File: src/rtl/vball_oki_if.sv
// Sound-CPU and sample-ROM bus for the vball OKI ADPCM player.
// slave: the player; master: the CPU decode plus the ROM it reads.
interface vball_oki_if #(
  parameter int ROM_AW = 17
);
  logic              cs;
  logic              we;
  logic [7:0]        din;
  logic [7:0]        dout;
  logic [ROM_AW-1:0] rom_addr;
  logic [7:0]        rom_data;

  modport slave  (input cs, we, din, rom_data, output dout, rom_addr);
  modport master (output cs, we, din, rom_data, input dout, rom_addr);
endinterface

File: src/rtl/vball_oki.sv
// vball_oki: MSM6295-style 4-voice ADPCM player fed from the OKI sample ROM.
// Sequencer: IDLE -> PHRASE -> IDLE, or IDLE -> per-voice FETCH/WAIT/DECODE -> MIX -> IDLE.
// Build option: define VBALL_OKI_FILTER_EN for a 1-pole low-pass on the mixed output.
module vball_oki #(
  parameter int ROM_AW = 17
) (
  input  logic               clk_sys,
  input  logic               reset,
  input  logic               sample_cen,
  vball_oki_if.slave         bus,
  output logic signed [15:0] sample
);

  typedef enum logic [2:0] {
    S_IDLE, S_PHRASE, S_FETCH, S_WAIT, S_DECODE, S_MIX
  } state_t;

  localparam logic [10:0] STEP_TBL [49] = '{
    11'd16,   11'd17,   11'd19,   11'd21,   11'd23,   11'd25,   11'd28,
    11'd31,   11'd34,   11'd37,   11'd41,   11'd45,   11'd50,   11'd55,
    11'd60,   11'd66,   11'd73,   11'd80,   11'd88,   11'd97,   11'd107,
    11'd118,  11'd130,  11'd143,  11'd157,  11'd173,  11'd190,  11'd209,
    11'd230,  11'd253,  11'd279,  11'd307,  11'd337,  11'd371,  11'd408,
    11'd449,  11'd494,  11'd544,  11'd598,  11'd658,  11'd724,  11'd796,
    11'd876,  11'd963,  11'd1060, 11'd1166, 11'd1282, 11'd1411, 11'd1552
  };

  function automatic logic [5:0] gain_of(input logic [3:0] a);
    case (a)
      4'd0:    gain_of = 6'd32;
      4'd1:    gain_of = 6'd22;
      4'd2:    gain_of = 6'd16;
      4'd3:    gain_of = 6'd11;
      4'd4:    gain_of = 6'd8;
      4'd5:    gain_of = 6'd5;
      4'd6:    gain_of = 6'd4;
      4'd7:    gain_of = 6'd3;
      4'd8:    gain_of = 6'd2;
      default: gain_of = 6'd0;
    endcase
  endfunction

  state_t            state;
  logic              wr_q;
  logic              cmd_phase;
  logic [6:0]        phrase;
  logic              q_valid;
  logic [6:0]        q_phrase;
  logic [3:0]        q_mask;
  logic [3:0]        q_atten;
  logic              tick_pend;
  logic [1:0]        cv;
  logic [2:0]        bcnt;
  logic              pwait;
  logic [ROM_AW-1:0] st_q;
  logic [ROM_AW-1:0] en_q;

  logic [3:0]               busy;
  logic [3:0]               live;
  logic [3:0]               nib_hi;
  logic [ROM_AW-1:0]        addr     [4];
  logic [ROM_AW-1:0]        end_addr [4];
  logic signed [11:0]       sig      [4];
  logic [5:0]               step_idx [4];
  logic [3:0]               atten    [4];

  logic              wr_edge;
  logic [3:0]        stop_mask;
  logic [3:0]        start_mask;
  logic [ROM_AW-1:0] en_full;
  logic [3:0]        nib;
  logic [10:0]       step;
  logic [11:0]       diff;
  logic signed [13:0] sig_ext;
  logic signed [13:0] sig_sum;
  logic signed [11:0] sig_new;
  logic signed [7:0]  idx_sum;
  logic [5:0]         idx_new;
  logic signed [19:0] acc;
  logic signed [15:0] mix_out;
`ifdef VBALL_OKI_FILTER_EN
  logic signed [16:0] fdiff;
  logic signed [15:0] filt_step;
`endif

  // CPU status read; zero when not addressed so the read bus can be OR-ed
  always_comb begin
    bus.dout = (bus.cs && !bus.we) ? {4'hF, busy} : 8'd0;
  end

  // Command decode from the write rising edge
  always_comb begin
    wr_edge    = bus.cs && bus.we && !wr_q;
    stop_mask  = (wr_edge && !cmd_phase && !bus.din[7]) ? bus.din[6:3] : 4'd0;
    start_mask = bus.din[7:4] & ~busy;
    en_full    = ROM_AW'({en_q, bus.rom_data});
  end

  // ADPCM decode of the current voice's nibble
  always_comb begin
    nib     = nib_hi[cv] ? bus.rom_data[7:4] : bus.rom_data[3:0];
    step    = STEP_TBL[step_idx[cv]];
    diff    = {4'd0, step[10:3]}
            + (nib[0] ? {3'd0, step[10:2]} : 12'd0)
            + (nib[1] ? {2'd0, step[10:1]} : 12'd0)
            + (nib[2] ? {1'b0, step}       : 12'd0);
    sig_ext = {{2{sig[cv][11]}}, sig[cv]};
    sig_sum = nib[3] ? sig_ext - $signed({2'b00, diff})
                     : sig_ext + $signed({2'b00, diff});
    if (sig_sum > 14'sd2047)        sig_new = 12'sd2047;
    else if (sig_sum < -14'sd2048)  sig_new = -12'sd2048;
    else                            sig_new = sig_sum[11:0];
    idx_sum = $signed({2'b00, step_idx[cv]})
            + (nib[2] ? ($signed({5'd0, nib[1:0], 1'b0}) + 8'sd2) : -8'sd1);
    if (idx_sum < 8'sd0)       idx_new = 6'd0;
    else if (idx_sum > 8'sd48) idx_new = 6'd48;
    else                       idx_new = idx_sum[5:0];
  end

  // Attenuated mix of the voices decoded this tick
  always_comb begin
    acc = '0;
    for (int unsigned v = 0; v < 4; v++) begin
      if (live[v])
        acc = acc + ({{8{sig[v][11]}}, sig[v]} * {14'd0, gain_of(atten[v])});
    end
    mix_out = 16'(acc >>> 4);
`ifdef VBALL_OKI_FILTER_EN
    fdiff     = $signed({mix_out[15], mix_out}) - $signed({sample[15], sample});
    filt_step = 16'(fdiff >>> 2);
`endif
  end

  // Sequencer, voice state and command handling
  always_ff @(posedge clk_sys) begin
    if (reset) begin
      state        <= S_IDLE;
      wr_q         <= 1'b0;
      cmd_phase    <= 1'b0;
      phrase       <= '0;
      q_valid      <= 1'b0;
      q_phrase     <= '0;
      q_mask       <= '0;
      q_atten      <= '0;
      tick_pend    <= 1'b0;
      cv           <= '0;
      bcnt         <= '0;
      pwait        <= 1'b0;
      st_q         <= '0;
      en_q         <= '0;
      busy         <= '0;
      live         <= '0;
      nib_hi       <= '1;
      sample       <= '0;
      bus.rom_addr <= '0;
      for (int unsigned v = 0; v < 4; v++) begin
        addr[v]     <= '0;
        end_addr[v] <= '0;
        sig[v]      <= '0;
        step_idx[v] <= '0;
        atten[v]    <= '0;
      end
    end else begin
      wr_q <= bus.cs && bus.we;
      if (sample_cen && state != S_IDLE) tick_pend <= 1'b1;

      case (state)
        S_IDLE: begin
          // a sample tick always wins over a queued phrase load
          if (sample_cen || tick_pend) begin
            tick_pend <= 1'b0;
            live      <= '0;
            cv        <= '0;
            state     <= S_FETCH;
          end else if (q_valid) begin
            bus.rom_addr <= ROM_AW'({q_phrase, 3'b000});
            bcnt         <= '0;
            pwait        <= 1'b1;
            state        <= S_PHRASE;
          end
        end
        S_PHRASE: begin
          // two cycles per byte: address out, then data back
          if (pwait) begin
            pwait <= 1'b0;
          end else if (bcnt == 3'd5) begin
            for (int unsigned v = 0; v < 4; v++) begin
              if (q_mask[v] && !busy[v]) begin
                addr[v]     <= st_q;
                end_addr[v] <= en_full;
                nib_hi[v]   <= 1'b1;
                sig[v]      <= '0;
                step_idx[v] <= '0;
                atten[v]    <= q_atten;
                busy[v]     <= 1'b1;
              end
            end
            q_valid <= 1'b0;
            state   <= S_IDLE;
          end else begin
            if (bcnt < 3'd3) st_q <= ROM_AW'({st_q, bus.rom_data});
            else             en_q <= ROM_AW'({en_q, bus.rom_data});
            bcnt         <= bcnt + 3'd1;
            bus.rom_addr <= bus.rom_addr + 1'b1;
            pwait        <= 1'b1;
          end
        end
        S_FETCH: begin
          if (busy[cv]) begin
            bus.rom_addr <= addr[cv];
            state        <= S_WAIT;
          end else if (cv == 2'd3) begin
            state <= S_MIX;
          end else begin
            cv <= cv + 2'd1;
          end
        end
        S_WAIT: state <= S_DECODE;
        S_DECODE: begin
          if (busy[cv]) begin
            sig[cv]      <= sig_new;
            step_idx[cv] <= idx_new;
            live[cv]     <= 1'b1;
            if (nib_hi[cv]) begin
              nib_hi[cv] <= 1'b0;
            end else begin
              nib_hi[cv] <= 1'b1;
              if (addr[cv] == end_addr[cv]) busy[cv] <= 1'b0;
              else                          addr[cv] <= addr[cv] + 1'b1;
            end
          end
          if (cv == 2'd3) state <= S_MIX;
          else begin
            cv    <= cv + 2'd1;
            state <= S_FETCH;
          end
        end
        S_MIX: begin
`ifdef VBALL_OKI_FILTER_EN
          sample <= sample + filt_step;
`else
          sample <= mix_out;
`endif
          state <= S_IDLE;
        end
        default: state <= S_IDLE;
      endcase

      // commands come last so a stop overrides a same-cycle decode or phrase start
      if (wr_edge) begin
        if (!cmd_phase) begin
          if (bus.din[7]) begin
            phrase    <= bus.din[6:0];
            cmd_phase <= 1'b1;
          end
        end else begin
          cmd_phase <= 1'b0;
          if (phrase != 7'd0 && start_mask != 4'd0) begin
            q_valid  <= 1'b1;
            q_phrase <= phrase;
            q_mask   <= start_mask;
            q_atten  <= bus.din[3:0];
          end
        end
      end
      for (int unsigned v = 0; v < 4; v++) begin
        if (stop_mask[v]) begin
          busy[v]   <= 1'b0;
          live[v]   <= 1'b0;
          q_mask[v] <= 1'b0;
        end
      end
    end
  end

endmodule

File: src/flat_wrapper.sv
// flat-port wrapper written by rule: the top's interface ports become plain ports
module vball_oki_flat 
#(
  parameter int ROM_AW = 17
)
  (clk_sys, reset, sample_cen, sample, bus_cs, bus_we, bus_din, bus_rom_data, bus_dout, bus_rom_addr);
  vball_oki_if #(.ROM_AW(ROM_AW)) bus_i ();
  input  logic clk_sys;
  input  logic reset;
  input  logic sample_cen;
  output logic signed [15:0] sample;
  input wire logic [$bits(bus_i.cs)-1:0] bus_cs;
  input wire logic [$bits(bus_i.we)-1:0] bus_we;
  input wire logic [$bits(bus_i.din)-1:0] bus_din;
  input wire logic [$bits(bus_i.rom_data)-1:0] bus_rom_data;
  output wire logic [$bits(bus_i.dout)-1:0] bus_dout;
  output wire logic [$bits(bus_i.rom_addr)-1:0] bus_rom_addr;
  assign bus_i.cs = bus_cs;
  assign bus_i.we = bus_we;
  assign bus_i.din = bus_din;
  assign bus_i.rom_data = bus_rom_data;
  assign bus_dout = bus_i.dout;
  assign bus_rom_addr = bus_i.rom_addr;
  vball_oki #(.ROM_AW(ROM_AW)) u_core (.clk_sys(clk_sys), .reset(reset), .sample_cen(sample_cen), .bus(bus_i), .sample(sample));
endmodule
File: config.mk
export PLATFORM = sky130hd
export DESIGN_NAME = vball_oki_flat
export DESIGN_NICKNAME = d
export VERILOG_FILES = /design/src/rtl/vball_oki_if.sv /design/src/rtl/vball_oki.sv /design/src/flat_wrapper.sv
export SDC_FILE = /design/constraint.sdc
export NUM_CORES = 1
export LEC_CHECK = 0
export BUFFER_PORTS_ARGS = -buffer_cell sky130_fd_sc_hd__buf_4
export CORE_ASPECT_RATIO = 0.7
export CORE_MARGIN = 5
export CORE_UTILIZATION = 65
export DETAILED_ROUTE_END_ITERATION = 16
export PLACE_DENSITY = 0.81
export SLEW_MARGIN = 15
export SYNTH_ARGS = -nofsm -noshare
export SYNTH_HDL_FRONTEND = slang
export SYNTH_SLANG_ARGS = --single-unit
export TNS_END_PERCENT = 1
File: constraint.sdc
create_clock -name clk_sys -period 13.4 [get_ports clk_sys]
set_clock_uncertainty 0.2 [all_clocks]
set_input_delay 3.35 -clock clk_sys [delete_from_list [all_inputs] [get_ports clk_sys]]
set_output_delay 3.35 -clock clk_sys [all_outputs]
set_load 0.05 [all_outputs]
== Word-level counts from Yosys, hierarchy flattened ==
Memories as Yosys holds them, arrays and structs flattened. A register that Yosys moved wholly into a read port is not among the register bits.
Cells that the tools add are included.

* Memory bits (writable): 224
* Output and inout port bits: 41
* Bits in registers: 106
* Input bits: 21
* Memories kept: 10
* Word-level logic and storage cells: 335
* ROM bits: 1088

* Reductions and logical operators: 55
* Bitwise gates (word level): 32
* Multiplexer cells: 156
* Eq/ne operators: 25
* Multiply operators: 4
* Order comparisons: 8
* Add/subtract/negate cells: 14

{| class="wikitable"
|+ Memories
! name !! depth !! width !! rd ports !! clocked after memory_dff !! write ports !! RTL line !! RTL
|-
| (no name shown) || 64 || 11 || 1 || 0 || 0 || vball_oki.sv:102 || <nowiki>step = STEP_TBL[step_idx[cv]];</nowiki>
|-
| (no name shown) || 16 || 6 || 1 || 0 || 0 || vball_oki.sv:29 || <nowiki>case (a)</nowiki>
|-
| (no name shown) || 16 || 6 || 1 || 0 || 0 || vball_oki.sv:29 ||
|-
| (no name shown) || 16 || 6 || 1 || 0 || 0 || vball_oki.sv:29 ||
|-
| (no name shown) || 16 || 6 || 1 || 0 || 0 || vball_oki.sv:29 ||
|-
| u_core.addr || 4 || 17 || 1 || 1 || 4 || vball_oki.sv:61 || <nowiki>logic [ROM_AW-1:0] addr [4];</nowiki>
|-
| +4 memories || -- || -- || -- || -- || -- || -- ||
|}

{| class="wikitable"
|+ Operators by type and width
! kind !! count
|-
| $mux 17 || 14
|-
| $mux 12 || 7
|-
| $mux 20 || 4
|-
| $mul 12x7->19 || 4
|-
| $mux 6 || 11
|-
| $mux 1 || 61
|-
| $add 20x20->20 || 3
|-
| $mux 4 || 15
|-
| $pmux 17 s3 || 1
|-
| $add 17x1->17 const B || 2
|-
| $mux 11 || 3
|-
| $mux 3 || 11
|-
| $mux 2 || 14
|-
| $reduce_and 7->1 || 4
|-
| $reduce_and 5->1 || 5
|-
| $add 12x12->12 || 2
|-
| $pmux 4 s2 || 3
|-
| $ne 2x1->1 const B || 10
|-
| $or 1x1->1 || 20
|-
| $eq 17x17->1 || 1
|-
| $reduce_or 17->1 || 1
|-
| $mux 8 || 2
|-
| $pmux 3 s5 || 1
|-
| $reduce_and 3->1 || 5
|-
| 47 further kinds || 90
|}

== Depth between registers and ports, before layout ==
Gate-level depths: netlist of run 1.

* Depth in word-level cells: 14
* Mapped depth: 49
* Depth with buffers taken out: 48

== Least setup slack after synthesis of run 1 ==
Ideal clock, no wire load.

* Path kind: in2reg
* Start point: in bus_rom_data[6]
* End point: mem u_core.sig[0][2] (data pin)
* Setup time: 0.268 ns
* Required time: 12.932 ns
* Arrival time: 8.949 ns
* Buffers on the path: 2
* Path slack: 3.982 ns
* Stages on the path: 27
* Cell sequence: mux2_2 clkbuf_1 nand2_1 fa_1 fa_1 inv_1 ha_1 fa_1 a211oi_1 o21bai_1 a2111oi_2 nor2_1 xor2_1 nor2_1 nor2_1 nor2_1 xor2_1 ha_1 or2_2 a21oi_1 a21oi_1 xor2_1 a22oi_2 o221ai_2 a21oi_4 buf_6 o31ai_1

{| class="wikitable"
|+ RTL lines
! element !! RTL line !! RTL
|-
| start: declaration || flat_wrapper.sv:15 || <nowiki>input wire logic [$bits(bus_i.rom_data)-1:0] bus_rom_data;</nowiki>
|-
| end: declaration || vball_oki.sv:63 || <nowiki>logic signed [11:0] sig [4];</nowiki>
|}

==> impl_results.md, run 1 <==
* Status: completed
* Largest net degree at the start of global routing at 59
* CP max stage delay at 1.01 ns
* Number of synthesized flops with an enable pin at 224
* Yosys top cell area share at 20.99%
* Io pins at 62
* Routed length per instance at 21.48 um
* Critical Path AT at 10.98 ns
* Initial antenna violation count at 4
* Clock sink count at 332
* Commonest cells post-synth: nand2_1, inv_1, and2_1
* Core Area at 49010 um^2
* FMAX at 93.34 MHz
* Crit path buf inv count at 3
* Comb pwr share at 58.4%
* Post-synthesis cell area at 32050 um^2
* Placement Rows at 68
* Die Area at 53910 um^2
* Seq pwr share at 22.9%
* Synth warn at 0
* Cell with the most instances after synthesis: nand2_1
* Clock power share at 18.7%
* Adder-cell area share of the yosys netlist at 24.52%
* Synth area leaders: edfxtp_1, fa_1, ha_1
* Top FF cell, synth: edfxtp_1
* Fin Setup TNS at 0 ns
* Vias at 25830
* Leading area contributor after synthesis: edfxtp_1
* First-pass GRT wire length at 139500 um
* CTS H-tree lvls at 2
* Fraction of layout cells with a size suffix above 1 at 7.493%
* Slew @ Worst Pin at 1.245 ns
* Max-slew violation count at 0
* Largest family of logic cells by synthesized area: adder cells
* Internal at 2778 uW
* Crit. End Element: flip-flop
* Maxcap violations at 0
* Total GRT Usage at 32.38%
* CTS tree: yes
* Leakage power at 0.01510 uW
* Final number of hold-violating endpoints at 0
* Flops & latches, synth at 332
* P&R area growth vs syn at 6.560%
* Synth Area in Compound Gates at 12.82%
* Root Buffer: clkbuf_16
* Hold crit path type: reg2reg
* Crit path time final at 10.71 ns
* GR Overflow Total at 0
* CTS max path bufs at 3
* Largest delay contributor family on the critical path: adder cells
* Drt first pass iters at 6
* Power Density at 154.8 nW/um^2
* CTS-repair resized insts at 0
* DRT antenna net count at 0
* DRC errors left at 0
* GPL Wtd Cong at 0.9458
* Slew headroom at 16.84%
* Worst slack at placement at 2.589 ns
* Final nets at 3920
* Crit path max fanout at 12
* Source-to-sink clock delay at the later pin of the worst-skew pair at 0.56 ns
* Critical path startpoint category: flip-flop
* # fillers at 3724
* Critical path class: reg2reg
* RSZ-0062 raised after global routing: false
* Register area share after synthesis at 27.74%
* Synth Area per Inst at 9.348 um^2
* Unique cell type count in the Yosys netlist at 87
* Peak supply drop at 0.3230 mV
* Die width at 275.4 um
* Clk pin slew, worst setup/hold paths at 0.06 ns
* Final Util at 69.68%
* Switching share of power at 47.44%
* Gate Count Post-Synth at 3428
* Required time of the critical path at 13.67 ns
* Routed wire length at 88000 um
* Worst path slowest cell: nor3b_1
* Starting Density at 65.39%
* P_sw at 2507 uW
* Initial DRC count at 2968
* Synth Area in XOR/XNOR at 5.037%
* Vias per cell at 6.304
* Port Buffers at 61
* Final worst-path cycle share at 79.95%
* Mux cell area share after synthesis at 6.419%
* Simple-Gate Fraction of Synth Area at 17.64%
* Hold-fix buffer count after cts at 0
* Die height at 195.8 um
* Async SR Flop Fraction at 0%
* CTS Buf Count at 34
* Most frequent CP cell: ha_1
* Synthesized netlist net count at 3942
* Dpl hpwl at 66600 um
* Final worst slack at 2.686 ns
* Post-CTS setup buffers at 0
* Setup Viol. Count Final at 0
* Vias in the first global route at 25500
## worst min-delay path, delay by kind of cell (launching register included)
kind               cells  cell delay [ns]
DFF                    1             0.31
and+or+nand+nor        1             0.05
AOI/OAI and AO/OA      1             0.06
## cell type report
type | instances | area [um^2] | share of cell area, %
sequential | 332 | 8894 | 26.04
antenna | 2 | 5.005 | 0.01466
tap | 665 | 832.0 | 2.437
inverter | 339 | 1272 | 3.726
multi-input combinational | 2613 | 21360 | 62.54
clock inverter | 19 | 246.5 | 0.7218
timing repair buffer | 86 | 645.6 | 1.891
clock buffer | 41 | 897.1 | 2.627
## through the flow
stage	cells	instance area, um^2	hold slack [ns]	power, uW
2_1_floorplan	3428	32050	0.2477	3499
3_3_place_gp	4035	32970	0.2411	4072
3_5_place_dp	4035	32970	0.2619	4214
4_1_cts	4095	34120	0.2703	5205
5_1_grt	4095	34140	0.2968	5617
6_report	4097	34150	0.2750	5285
## registers in the layout, indices dropped and copies added (netlist names), 2 cells and up, named ones only
| name | cells |
|---|---|
| u_core.q_atten | 4 |
| u_core.state | 3 |
| u_core.step_idx | 24 |
| u_core.en_q | 9 |
| u_core.busy | 4 |
| u_core.phrase | 7 |
| u_core.addr | 68 |
| u_core.bus.rom_addr | 17 |
| u_core.nib_hi | 4 |
| u_core.sample | 16 |
| u_core.end_addr | 68 |
| u_core.q_phrase | 7 |
| u_core.sig | 48 |
| u_core.bcnt | 3 |
| u_core.st_q | 17 |
| u_core.q_mask | 4 |
| u_core.atten | 16 |
| u_core.live | 4 |
| u_core.cv | 2 |
## layer usage
| layer | vias up | global-route usage [%] | routed length, um |
|---|---|---|---|
| met1 | 12560 | 48.21 | 37430 |
| met4 | 4 | 7.915 | 2233 |
| met2 | 1391 | 47.96 | 37850 |
| met3 | 168 | 7.923 | 10370 |
| met5 | - | 1.270 | 112 |
| li1 | 11710 | - | - |
## cell usage in the layout (no fill, tap or decap), drive strengths merged, types with 13 or more instances in the layout
master / synthesis / layout
nor3: 60 / 60
o21bai: 25 / 25
xnor2: 129 / 129
nand2b: 24 / 24
o211ai: 13 / 13
clkbuf: 114 / 41
and3: 21 / 21
nand3: 50 / 50
ha: 268 / 268
dfxtp: 108 / 108
buf: 30 / 86
nor2b: 31 / 31
mux2: 32 / 32
o21a: 21 / 21
a31oi: 20 / 20
nor3b: 18 / 18
xor2: 51 / 51
inv: 335 / 338
o31ai: 47 / 47
edfxtp: 224 / 224
clkinv: 4 / 14
fa: 225 / 225
a21oi: 168 / 168
and2: 299 / 299
mux2i: 57 / 57
nor2: 244 / 244
a211oi: 31 / 31
o21ai: 173 / 173
nand2: 361 / 361
mux4: 50 / 50
a21o: 38 / 38
## cell families (layout without fill, tap and decap cells)
family          count (synthesis)  count (layout)
simple gates                 1159            1159
compound gates                641             641
xor+xnor                      181             181
buf+inv                       483             485
mux                           139             139
other cells                     0               2
fa+ha+maj                     493             493
flops                         332             332
## final timing paths
| kind | startpoint | endpoint | slack, ns | cells past startpoint |
|---|---|---|---|---|
| worst max register to register | u_core.atten[0][0]$_SDFFCE_PN0P_ | u_core.sample[15]$_SDFFE_PP0N_ | 2.69 | 39 |
| worst min-delay path | u_core.sample[1]$_SDFFE_PP0N_ | u_core.sample[1]$_SDFFE_PP0N_ | 0.28 | 2 |
| worst min register to register | u_core.sample[1]$_SDFFE_PP0N_ | u_core.sample[1]$_SDFFE_PP0N_ | 0.28 | 2 |
| worst max-delay path | u_core.atten[0][0]$_SDFFCE_PN0P_ | u_core.sample[15]$_SDFFE_PP0N_ | 2.69 | 39 |
## power groups by stage
stage,Sequential [uW],Combinational (uW),Clock (uW)
floorplan,1200,2290,0
global placement,1220,2850,0
detailed placement,1230,2990,0
CTS,1210,3010,993
global route,1220,3370,1030
finish,1210,3080,991
No activity file was read; power rests on OpenSTA's default activity.
==> inputs of run 2 (changes only) <==
--- a/config.mk
+++ b/config.mk
@@ -8,9 +8,9 @@
 export BUFFER_PORTS_ARGS = -buffer_cell sky130_fd_sc_hd__buf_4
 export CORE_ASPECT_RATIO = 0.7
 export CORE_MARGIN = 5
-export CORE_UTILIZATION = 65
+export CORE_UTILIZATION = 59
 export DETAILED_ROUTE_END_ITERATION = 16
-export PLACE_DENSITY = 0.81
+export PLACE_DENSITY = 0.78
 export SLEW_MARGIN = 15
 export SYNTH_ARGS = -nofsm -noshare
 export SYNTH_HDL_FRONTEND = slang
==> constraint.sdc (replaced) <==
create_clock -name clk_sys -period 8.91 [get_ports clk_sys]
set_clock_uncertainty 0.2 [all_clocks]
set_input_delay 2.2275 -clock clk_sys [delete_from_list [all_inputs] [get_ports clk_sys]]
set_output_delay 2.2275 -clock clk_sys [all_outputs]
set_load 0.05 [all_outputs]
==> run 2 against run 1 <==
  * The flow now finishes with violations (setup timing)
  * Power increased by 47%
  * Die area rose by 9.7%
  * Cell count grew 7.1%
==> impl_results.md, run 2 (synthesized netlist as in run 1, its figures left out) <==
* Worst slack at placement at -0.7055 ns (-3.294 ns)
* Initial DRC count at 2709 (-8.7%)
* Vias per cell at 5.938 (-5.8%)
* Final worst slack at -0.5705 ns (-3.257 ns)
* Clk pin slew, worst setup/hold paths at 0.07 ns (about the same)
* Io pins at 62 (unchanged)
* Commonest non-fill, non-tap cells in the layout: nand2_1, inv_1, buf_4
* Final number of hold-violating endpoints at 0 (unchanged)
* Routed length per instance at 19.95 um (-7.1%)
* Hold endpoint: u_core.sample[4]$_SDFFE_PP0N_
* Largest net degree at the start of global routing at 74 (+25%)
* Die height at 205.0 um (+4.7%)
* Slew headroom at 24.09% (+7.2 points)
* Placement Rows at 71 (+4.4%)
* GPL Wtd Cong at 0.9377 (-0.86%)
* Commonest non-fill, non-tap cell in the layout: nand2_1
* Max-slew violation count at 0 (unchanged)
* Vias at 26060 (+0.90%)
* Final Util at 67.43% (-2.3 points)
* Crit. End Element: flip-flop
* Port Buffers at 61 (unchanged)
* RR Endpoint: u_core.sample[15]$_SDFFE_PP0N_
* Power Density at 214.1 nW/um^2 (+38%)
* CTS tree: yes
* CTS Buf Count at 30 (-12%)
* Peak supply drop at 0.4787 mV (+48%)
* Root Buffer: clkbuf_16
* R2r setup slk at -0.57 ns (-3.26 ns)
* Worst Reg-to-Reg Cells at 46 (+18%)
* Routed wire length at 87560 um (-0.49%)
* CP max stage delay at 0.52 ns (-0.49 ns)
* Leakage power at 0.01620 uW (+7.3%)
* Die Area at 59150 um^2 (+9.7%)
* Crit path time final at 9.481 ns (-1.233 ns)
* P&R area growth vs syn at 13.09%
* Source-to-sink clock delay at the later pin of the worst-skew pair at 0.61 ns (+0.05 ns)
* Final nets at 4149 (+5.8%)
* Die width at 288.6 um (+4.8%)
* Required time of the critical path at 9.16 ns (-4.51 ns)
* Failing checks: setup timing
* RSZ-0062 raised after global routing: true
* Critical path startpoint category: flip-flop
* WHS Path Cells at 2 (unchanged)
* Hold crit path type: reg2reg
* Vias in the first global route at 24860 (-2.5%)
* DRC errors left at 0 (unchanged)
* Reg area at 8896 um^2 (about the same)
* Multi-input logic area at 21820 um^2 (+2.2%)
* First-pass GRT wire length at 137800 um (-1.3%)
* Starting Density at 59.63% (-5.8 points)
* Finished Layout Cells at 4389 (+7.1%)
* R2R Path Start: u_core.atten[0][1]$_SDFFCE_PN0P_
* Fin Setup TNS at -1.856 ns (-1.856 ns)
* Slew @ Worst Pin at 1.110 ns (-0.1348 ns)
* Drt first pass iters at 6 (unchanged)
* Critical path class: reg2reg
* FMAX at 105.5 MHz (+13%)
* Status: finished, violations left
* Critical Path AT at 9.73 ns (-1.25 ns)
* Hold-fix buffer count after cts at 0 (unchanged)
* Crit path max fanout at 4 (-8)
* Initial antenna violation count at 2 (-2)
* Dpl hpwl at 67130 um (+0.80%)
* Maxcap violations at 0 (unchanged)
* # fillers at 4049 (+8.7%)
* Worst Hold Launch: u_core.sample[4]$_SDFFE_PP0N_
* Worst path slowest cell: fa_1
* Core Area at 53750 um^2 (+9.7%)
* CTS max path bufs at 3 (unchanged)
* Setup Viol. Count Final at 6 (+6)
* Regs by FF count: u_core.addr x68, u_core.end_addr x68, u_core.sig x48
* GR Overflow Total at 0 (unchanged)
* DRT antenna net count at 0 (unchanged)
* DP Cell Count at 4312 (+6.9%)
* Final worst-path cycle share at 106.4% (+26 points)
* Clock sink count at 332 (unchanged)
* CTS H-tree lvls at 1 (-1)
* Fraction of layout cells with a size suffix above 1 at 15.14% (+7.7 points)
* Total GRT Usage at 29.16% (-3.2 points)
[run 2: cell types whose count changed in the layout (fill, tap and decap cells not counted), moves of 9 or more]
cell      change
ha_1         -13
o21ai_0      -12
buf_4       +229
a21oi_1      -10
clkbuf_1      +9
a21oi_2      +10
[run 2: power by group]
part           internal (uW)  switching (uW)
combinational           1750            2980
sequential              1710            88.4
clock                    648             588
[run 2: what timing repair did]
item | CTS | global route
endpoints found under the hold margin | 0 | 0
pin swaps | 27 | 52
setup buffers | 11 | 10
resized for setup | 27 | 87
setup endpoints to repair | 7 | 55
[run 2: critical path, delay by kind of cell, from the launching register on]
family                   cells  cell delay [ns]
multiplexers                 2             0.47
buffers and inverters        6             0.49
AND/OR/NAND/NOR             15             1.87
AO/OA/AOI/OAI                9             1.85
flip-flops                   1             0.42
adder cells (fa/ha/maj)      9             3.29
XOR/XNOR                     5             0.76
[run 2: final cells by class]
cell class | count | area share, %
clock inverters | 9 | 0.2141
flip-flops and latches | 332 | 24.55
well taps | 730 | 2.520
multi-input cells | 2613 | 60.22
diodes | 1 | 0.006905
repair buffers | 319 | 6.674
inverters | 339 | 3.522
clock buffers | 46 | 2.292
[run 2: metrics by stage]
stage,total power (uW),hold WS [ns],cell area [um^2]
CTS,7633,0.2637,35800
floorplan,5265,0.2477,32120
detailed placement,6382,0.2488,34720
global placement,6279,0.2436,34720
global route,8322,0.3028,36240
finish,7760,0.2692,36240
[run 2: worst max path at each step]
stage | slack, ns | endpoint | cells after the start | start
final | -0.57 | u_core.sample[15]$_SDFFE_PP0N_ | 46 | u_core.atten[0][1]$_SDFFCE_PN0P_
after global routing | -0.94 | u_core.sample[15]$_SDFFE_PP0N_ | 45 | u_core.atten[0][1]$_SDFFCE_PN0P_
after CTS | -0.29 | u_core.sample[15]$_SDFFE_PP0N_ | 47 | u_core.atten[1][0]$_SDFFCE_PN0P_
after detailed placement | -0.71 | u_core.sample[13]$_SDFFE_PP0N_ | 41 | u_core.atten[0][0]$_SDFFCE_PN0P_
after global placement | -0.40 | u_core.sample[15]$_SDFFE_PP0N_ | 45 | u_core.atten[0][0]$_SDFFCE_PN0P_
after floorplan | 0.002 | u_core.sample[15]$_SDFFE_PP0N_ | 43 | u_core.atten[0][0]$_SDFFCE_PN0P_
[run 2: routing by layer]
metal / vias up / GRT usage, % / share of wire [%]
met4: 4 / 5.372 / 2.2
met1: 12520 / 45.03 / 45
met3: 151 / 7.675 / 12
met5: - / 0 / 0.11
met2: 1235 / 41.69 / 41
li1: 12160 / - / -
